[config.mk]
export PLATFORM = sky130hd
export DESIGN_NAME = slv_axi_rd_reg_slice
export DESIGN_NICKNAME = d
export VERILOG_FILES = /design/src/rtl/slv_axi_rd_reg_slice.sv
export SDC_FILE = /design/constraint.sdc
export NUM_CORES = 1
export LEC_CHECK = 0
export BUFFER_PORTS_ARGS = -buffer_cell sky130_fd_sc_hd__buf_2
export CAP_MARGIN = 20
export CORE_ASPECT_RATIO = 1.75
export CORE_MARGIN = 4
export CORE_UTILIZATION = 47
export DETAILED_ROUTE_END_ITERATION = 8
export GPL_TIMING_DRIVEN = 0
export PLACE_DENSITY = 0.81
export SYNTH_ARGS = -nofsm -noshare
export SYNTH_HDL_FRONTEND = slang
export SYNTH_SLANG_ARGS = --single-unit
export TNS_END_PERCENT = 5
[constraint.sdc]
create_clock -name ACLK -period 4.58 [get_ports ACLK]
set_clock_uncertainty 0.05 [all_clocks]
set_input_delay 0.687 -clock ACLK [delete_from_list [all_inputs] [get_ports ACLK]]
set_output_delay 0.687 -clock ACLK [all_outputs]
set_load 0.005 [all_outputs]
[src/rtl/slv_axi_rd_reg_slice.sv]
// slv_axi_rd_reg_slice: registered AR/R skid slices with an outstanding-read limit
module slv_axi_rd_reg_slice_skid #(
  parameter int W = 8
) (
  input  logic         clk,
  input  logic         rst,
  input  logic [W-1:0] in_data_i,
  input  logic         in_valid_i,
  output logic         in_ready_o,
  output logic [W-1:0] out_data_o,
  output logic         out_valid_o,
  input  logic         out_ready_i
);
  logic [W-1:0] main_q, main_d, skid_q, skid_d;
  logic         mv_q, mv_d, sv_q, sv_d, acc, free;
  assign in_ready_o  = !sv_q;
  assign out_data_o  = main_q;
  assign out_valid_o = mv_q;
  assign acc         = in_valid_i && !sv_q;
  assign free        = !mv_q || out_ready_i;
  // main refills from skid first, else from input; skid only fills behind a stalled main
  always_comb begin
    mv_d   = free ? (sv_q || acc) : 1'b1;
    main_d = !free ? main_q : (sv_q ? skid_q : in_data_i);
    sv_d   = free ? 1'b0 : (sv_q || acc);
    skid_d = (!free && acc) ? in_data_i : skid_q;
  end
  // valid flags
  always_ff @(posedge clk) begin
    if (rst) begin
      mv_q <= 1'b0;
      sv_q <= 1'b0;
    end else begin
      mv_q <= mv_d;
      sv_q <= sv_d;
    end
  end
  // payload registers, meaningless while their valid is low
  always_ff @(posedge clk) begin
    main_q <= main_d;
    skid_q <= skid_d;
  end
endmodule

module slv_axi_rd_reg_slice #(
  parameter int ADDR_WIDTH = 20,
  parameter int DATA_WIDTH = 32,
  parameter int ID_WIDTH   = 1,
  parameter int MAX_TRANS  = 8
) (
  input  logic                  ACLK,
  input  logic                  sysReset,
  input  logic [ID_WIDTH-1:0]   conv_ARID,
  input  logic [ADDR_WIDTH-1:0] conv_ARADDR,
  input  logic [7:0]            conv_ARLEN,
  input  logic [2:0]            conv_ARSIZE,
  input  logic [1:0]            conv_ARBURST,
  input  logic [1:0]            conv_ARLOCK,
  input  logic [2:0]            conv_ARPROT,
  input  logic [3:0]            conv_ARCACHE,
  input  logic                  conv_ARVALID,
  output logic                  conv_ARREADY,
  output logic [ID_WIDTH-1:0]   SLAVE_ARID,
  output logic [ADDR_WIDTH-1:0] SLAVE_ARADDR,
  output logic [7:0]            SLAVE_ARLEN,
  output logic [2:0]            SLAVE_ARSIZE,
  output logic [1:0]            SLAVE_ARBURST,
  output logic [1:0]            SLAVE_ARLOCK,
  output logic [2:0]            SLAVE_ARPROT,
  output logic [3:0]            SLAVE_ARCACHE,
  output logic                  SLAVE_ARVALID,
  input  logic                  SLAVE_ARREADY,
  input  logic [ID_WIDTH-1:0]   SLAVE_RID,
  input  logic [DATA_WIDTH-1:0] SLAVE_RDATA,
  input  logic [1:0]            SLAVE_RRESP,
  input  logic                  SLAVE_RLAST,
  input  logic                  SLAVE_RVALID,
  output logic                  SLAVE_RREADY,
  output logic [ID_WIDTH-1:0]   conv_RID,
  output logic [DATA_WIDTH-1:0] conv_RDATA,
  output logic [1:0]            conv_RRESP,
  output logic                  conv_RLAST,
  output logic                  conv_RVALID,
  input  logic                  conv_RREADY
);
  localparam int ARW = ID_WIDTH + ADDR_WIDTH + 22;
  localparam int RW  = ID_WIDTH + DATA_WIDTH + 3;
  localparam int CW  = $clog2(MAX_TRANS + 1);
  localparam logic [CW-1:0] MAXC = CW'(MAX_TRANS);
  logic [CW-1:0] cnt_q, cnt_d;
  logic          ar_in_ready, lim_ok, inc, dec;
  assign lim_ok       = cnt_q < MAXC;
  assign conv_ARREADY = ar_in_ready && lim_ok;
  assign inc          = conv_ARVALID && conv_ARREADY;
  assign dec          = conv_RVALID && conv_RREADY && conv_RLAST;
  slv_axi_rd_reg_slice_skid #(.W(ARW)) u_ar (
    .clk         (ACLK),
    .rst         (sysReset),
    .in_data_i   ({conv_ARID, conv_ARADDR, conv_ARLEN, conv_ARSIZE,
                   conv_ARBURST, conv_ARLOCK, conv_ARPROT, conv_ARCACHE}),
    .in_valid_i  (conv_ARVALID && lim_ok),
    .in_ready_o  (ar_in_ready),
    .out_data_o  ({SLAVE_ARID, SLAVE_ARADDR, SLAVE_ARLEN, SLAVE_ARSIZE,
                   SLAVE_ARBURST, SLAVE_ARLOCK, SLAVE_ARPROT, SLAVE_ARCACHE}),
    .out_valid_o (SLAVE_ARVALID),
    .out_ready_i (SLAVE_ARREADY)
  );
  slv_axi_rd_reg_slice_skid #(.W(RW)) u_r (
    .clk         (ACLK),
    .rst         (sysReset),
    .in_data_i   ({SLAVE_RID, SLAVE_RDATA, SLAVE_RRESP, SLAVE_RLAST}),
    .in_valid_i  (SLAVE_RVALID),
    .in_ready_o  (SLAVE_RREADY),
    .out_data_o  ({conv_RID, conv_RDATA, conv_RRESP, conv_RLAST}),
    .out_valid_o (conv_RVALID),
    .out_ready_i (conv_RREADY)
  );
  // outstanding bursts: AR accept adds one, final R beat removes one, floor at zero
  always_comb begin
    cnt_d = (inc && !dec) ? cnt_q + CW'(1) : (dec && !inc && cnt_q != '0) ? cnt_q - CW'(1) : cnt_q;
  end
  // outstanding counter register
  always_ff @(posedge ACLK) begin
    if (sysReset) cnt_q <= '0;
    else cnt_q <= cnt_d;
  end
`ifndef SYNTHESIS
  // an RLAST with nothing outstanding means the slave broke protocol
  always_ff @(posedge ACLK) begin
    if (!sysReset) assert (!(dec && !inc && cnt_q == '0)) else $error("RLAST with no outstanding read");
  end
`endif
endmodule

# After elaboration in Yosys (flattened, before gate mapping)
# Cells that the tools add are included.
[op_classes]
n_addsub = 2
mul = 0
n_div = 0
n_lt_le_gt_ge = 1
eq_ne = 0
n_shift = 0
muxes = 6
n_bitwise = 0
n_reduce_logical = 28
[op_table]
columns = ["op", "n"]
rows = [
  ["$mux W43", 1],
  ["$mux W36", 1],
  ["$logic_and A1 B1 Y1", 12],
  ["$logic_not A1 Y1", 8],
  ["$mux W4", 2],
  ["$add A4 B1 Y4 const B", 1],
  ["$logic_or A1 B1 Y1", 4],
  ["$lt A4 B4 Y1 const B", 1],
  ["$reduce_bool A4 Y1", 1],
  ["$reduce_or A2 Y1", 2],
  ["$sub A4 B1 Y4 const B", 1],
  ["$mux W1", 2],
  ["$reduce_bool A2 Y1", 1],
]
[totals]
reg_bits = 166
latchBits = 0
ramBits = 0
rom_bits = 0
output_inout_bits = 83
n_memories = 0

# Longest topological paths before layout
[logic_depth]
word_depth = 8
ltp_mapped = 8

# By module
# From an unflattened synthesis, not the netlist that was laid out.
[hier_totals]
cells_unflattened = 300
area_unflattened_um2 = 6394.9
[by_module_without_submodules]
columns = ["module", "n_inst", "cells_each", "area_each_um2", "seq_area_each_um2"]
rows = [
  ["slv_axi_rd_reg_slice_skid (u_ar)", 1, 142, 3363.2, 2622.5],
  ["slv_axi_rd_reg_slice_skid (u_r)", 1, 120, 2706.3, 2202.1],
  ["slv_axi_rd_reg_slice", 1, 38, 325.3, 80.1],
]

# Least setup slack after synthesis
# No wires, ideal clock.
[synth_timing]
kind = "in2reg"
startpoint = "in conv_RREADY"
endpoint = "reg u_r.skid_q[0], enable pin"
setup_ns = 0.481
arrival_time_ns = 4.374
required_time_ns = 4.049
slack_ns = -0.326
path_stages = 2
path_buffers = 0
path_cell_list = "nand2b_1 > nor3b_1"
[synth_via]
elab_chain_cells = 3
[synth_lines]
columns = ["item", "line_no", "rtl"]
rows = [
  ["from (decl)", "84", "input logic conv_RREADY"],
  ["$logic_or A1 B1 Y1", "20", "assign free = !mv_q || out_ready_i;"],
  ["$logic_not A1 Y1", "-", ""],
  ["$logic_and A1 B1 Y1", "26", "skid_d = (!free && acc) ? in_data_i : skid_q;"],
  ["to (signal assigned)", "41", "skid_q <= skid_d;"],
  ["to (decl)", "14", "logic [W-1:0] main_q, main_d, skid_q, skid_d;"],
]
# Every way passes these cells.
# A chain may end at the register's enable or synchronous reset.

# Worst setup path after layout
[layout_timing]
startpoint = "reg u_r.sv_q"
endpoint = "out SLAVE_RREADY"
[layout_via]
elab_chain_cells = 1
[layout_lines]
columns = ["item", "line_no", "rtl"]
rows = [
  ["from (decl)", "15", "logic mv_q, mv_d, sv_q, sv_d, acc, free;"],
  ["from (signal assigned)", "35", "sv_q <= sv_d;"],
  ["$logic_not A1 Y1", "16", "assign in_ready_o = !sv_q;"],
  ["to (decl)", "78", "output logic SLAVE_RREADY,"],
]
# Every way passes these cells.

==> reports/results.ini <==
[clock_tree]
cts_hold_buf=0
h-tree-depth=4
cts_setup_buffers=0
cts_buffer_depth=2
cts_resized=0
root_buffer=clkbuf_16
insertion_delay_ns=0.41
cts.clk_slew.worst_paths_ns=0.07
cts_tree=done
clock_sinks=166
cts_buffers=17

[critical_path]
reg2reg_from=u_ar.sv_q$_SDFF_PP0_
end_kind=primary output
reg2regPathDepth=8
crit_type=reg2out
rrSetupSlack_ns=2.37
start_kind=flip-flop
worst_ep_required_time_ns=3.84
crit_arrival_ns=1.53
worstReg2RegEnd=cnt_q[3]$_SDFFE_PP0P_
cp_max_fo=10

[floorplan]
core_area_mm2=0.0129
dieArea_mm2=0.0150
ios=168
rows=55
die_w_um=94.4
start_util_pct=47.7
die_h_um=159

[sta]
post-route-period-util_pct=49.4
hold_viol=0
worst_slew_pin_slew_ns=0.562
fin_ws_ns=2.32
setup_viol=0
fin_crit_ns=2.26
relSlewSlack_pct=62.5
max_freq_ghz=0.442
final_max_slew_viol_count=0
setup_tns_ns=0
rsz0062_at_grt=no

[logic_synthesis]
syn-cell-area_mm2=0.00614
yosysWarnings=0
seq_area_frac_synth_pct=79.9
syn_area_per_cell_um2=20.7
yosysUniqueCellTypes=30
syn-num-nets=385
synth_area_leaders=edfxtp_1, mux2_2, dfxtp_1
synthCells=297
synth_area_leader_cell=edfxtp_1
async_reset_ff_share_pct=0
synth_ff_type=edfxtp_1
yosysMostFrequentCell=edfxtp_1
synth-edff-count=158
yosys-top-cells-count=edfxtp_1, mux2_2, dfxtp_1, buf_2
synth_top_area_share_pct=77.3
ys_seq_elements=166

[detailed_routing]
routedWlPerCell_um=17.6
routed_wl_um=11800
route.detailed.drc=0
avgViaCountPerCell=4.96
drt_iter0_drc=144
ant_nets=0
firstDrtPassIters=6
vias=3325

[power_and_ir_drop]
p_int_mw=2.70
power.density_mw_per_mm2=452
netSwitchingFraction_pct=24.1
leakage_nw=3.01
combPwrFrac_pct=10.6
p_sw_mw=0.857
clock_power_share_pct=37.6
pwr-share-seq_pct=51.8
vdd_drop_max_v=0.000294

[global_route]
grt_max_degree=37
grt_first_pass_wirelength_um=18900
grt_pass1_vias=3767
overflow=0
grtUsageTotal_pct=16.5
antenna_found_initial=0

[hold_path]
hp-start=SLAVE_RDATA[3]
holdPathStages=1
min_to=u_r.skid_q[6]$_DFFE_PP_
worstHoldPathType=in2reg

[status]
status=completed

[placement]
place_ws_ns=1.96
routabilityCongestion=0.811
place_area_mm2=0.00731
io_buffers=166
dp_hpwl_um=8660

[layout]
seq_area_mm2=0.00490
final_core_utilization_pct=61.1
area_delta_synth_final_pct=28.2
fillers=986
antenna_cells=0
final_area_mm2=0.00787
finalNetCount=575
multi_input_area_mm2=0.00120
drive_gt1_share_pct=59.2

[run]
drv_cap=0

[layer usage]
metal	routed length (µm)	GRT usage [%]	share of wire (%)	vias up
li1	-	-	-	1561
met3	1020	6.81	8.7	14
met1	4290	18.1	36	1613
met2	6300	28.3	53	137
met5	0	0	0	-
met4	182	6.11	1.5	0
[critical path, cell delays in order, from the launching register on]
cell and delay [ns]:
dfxtp_1 0.35, buf_2 0.26, buf_2 0.31, inv_1 0.07, buf_2 0.13
[cell usage in the layout, fill, tap and decap left out, drive strengths merged, types with 2 or more instances in the layout]
cell	synthesis	final
nand2	2	2
nor3	5	5
a21oi	5	5
clkbuf	2	19
inv	2	12
edfxtp	158	158
clkinvlp	0	2
nor2	4	4
clkinv	0	3
o21ai	2	2
ha	2	2
buf	8	179
mux2	79	79
nand2b	5	5
dfxtp	8	8
nand3	3	3
[flip-flops by register name (all words and copies together) (netlist names)]
register,cells
cnt_q,4
u_ar.out_valid_o,1
u_r.skid_q,36
u_r.sv_q,1
u_r.out_data_o,36
u_ar.sv_q,1
u_ar.out_data_o,43
u_ar.skid_q,43
u_r.out_valid_o,1
[power by group through the flow]
stage | logic (mW) | registers [mW] | clock network, mW
3_3_place_gp | 0.344 | 1.88 | 0
6_report | 0.377 | 1.84 | 1.34
5_1_grt | 0.416 | 1.86 | 1.45
4_1_cts | 0.383 | 1.84 | 1.37
3_5_place_dp | 0.382 | 1.88 | 0
2_1_floorplan | 0.184 | 1.88 | 0
[logic make-up after synthesis]
| group | count (synthesis) | synth area share [%] |
|---|---|---|
| DFF | 166 | 79.9 |
| adders and majority gates | 3 | 0.734 |
| xor gates and xnor gates | 1 | 0.143 |
| muxes | 79 | 14.5 |
| buffers and inverters | 12 | 0.978 |
| and+or+nand+nor | 25 | 2.45 |
| AOI/OAI and AO/OA | 11 | 1.30 |
[worst max-delay path by stage]
stage                              from                        end  slack [ns]  cells after the start
floorplan                 SLAVE_ARREADY   u_ar.skid_q[0]$_DFFE_PP_        0.35                      2
global placement          SLAVE_ARREADY   u_ar.skid_q[2]$_DFFE_PP_       -1.12                      3
detailed placement        SLAVE_ARREADY  u_ar.skid_q[16]$_DFFE_PP_        1.96                      5
CTS                 u_r.sv_q$_SDFF_PP0_               SLAVE_RREADY        2.26                      4
global route        u_r.sv_q$_SDFF_PP0_               SLAVE_RREADY        2.15                      4
finish              u_r.sv_q$_SDFF_PP0_               SLAVE_RREADY        2.32                      4
[area by class of cell]
class | instances | share of cell area, %
multi-input combinational | 119 | 15.2
clock inverter | 15 | 1.70
clock buffer | 17 | 5.41
buffer | 10 | 0.668
inverter | 2 | 0.0954
tap | 171 | 2.72
sequential | 166 | 62.3
timing repair buffer | 171 | 11.9
[metrics by stage]
step                std cells  total power [mW]  hold slack (ns)
floorplan                 297              2.07            0.449
global placement          634              2.22            0.479
detailed placement        639              2.26            0.487
CTS                       671              3.60            0.388
global route              671              3.72            0.378
finish                    671              3.56            0.411
No activity file was read; power rests on OpenSTA's default activity.
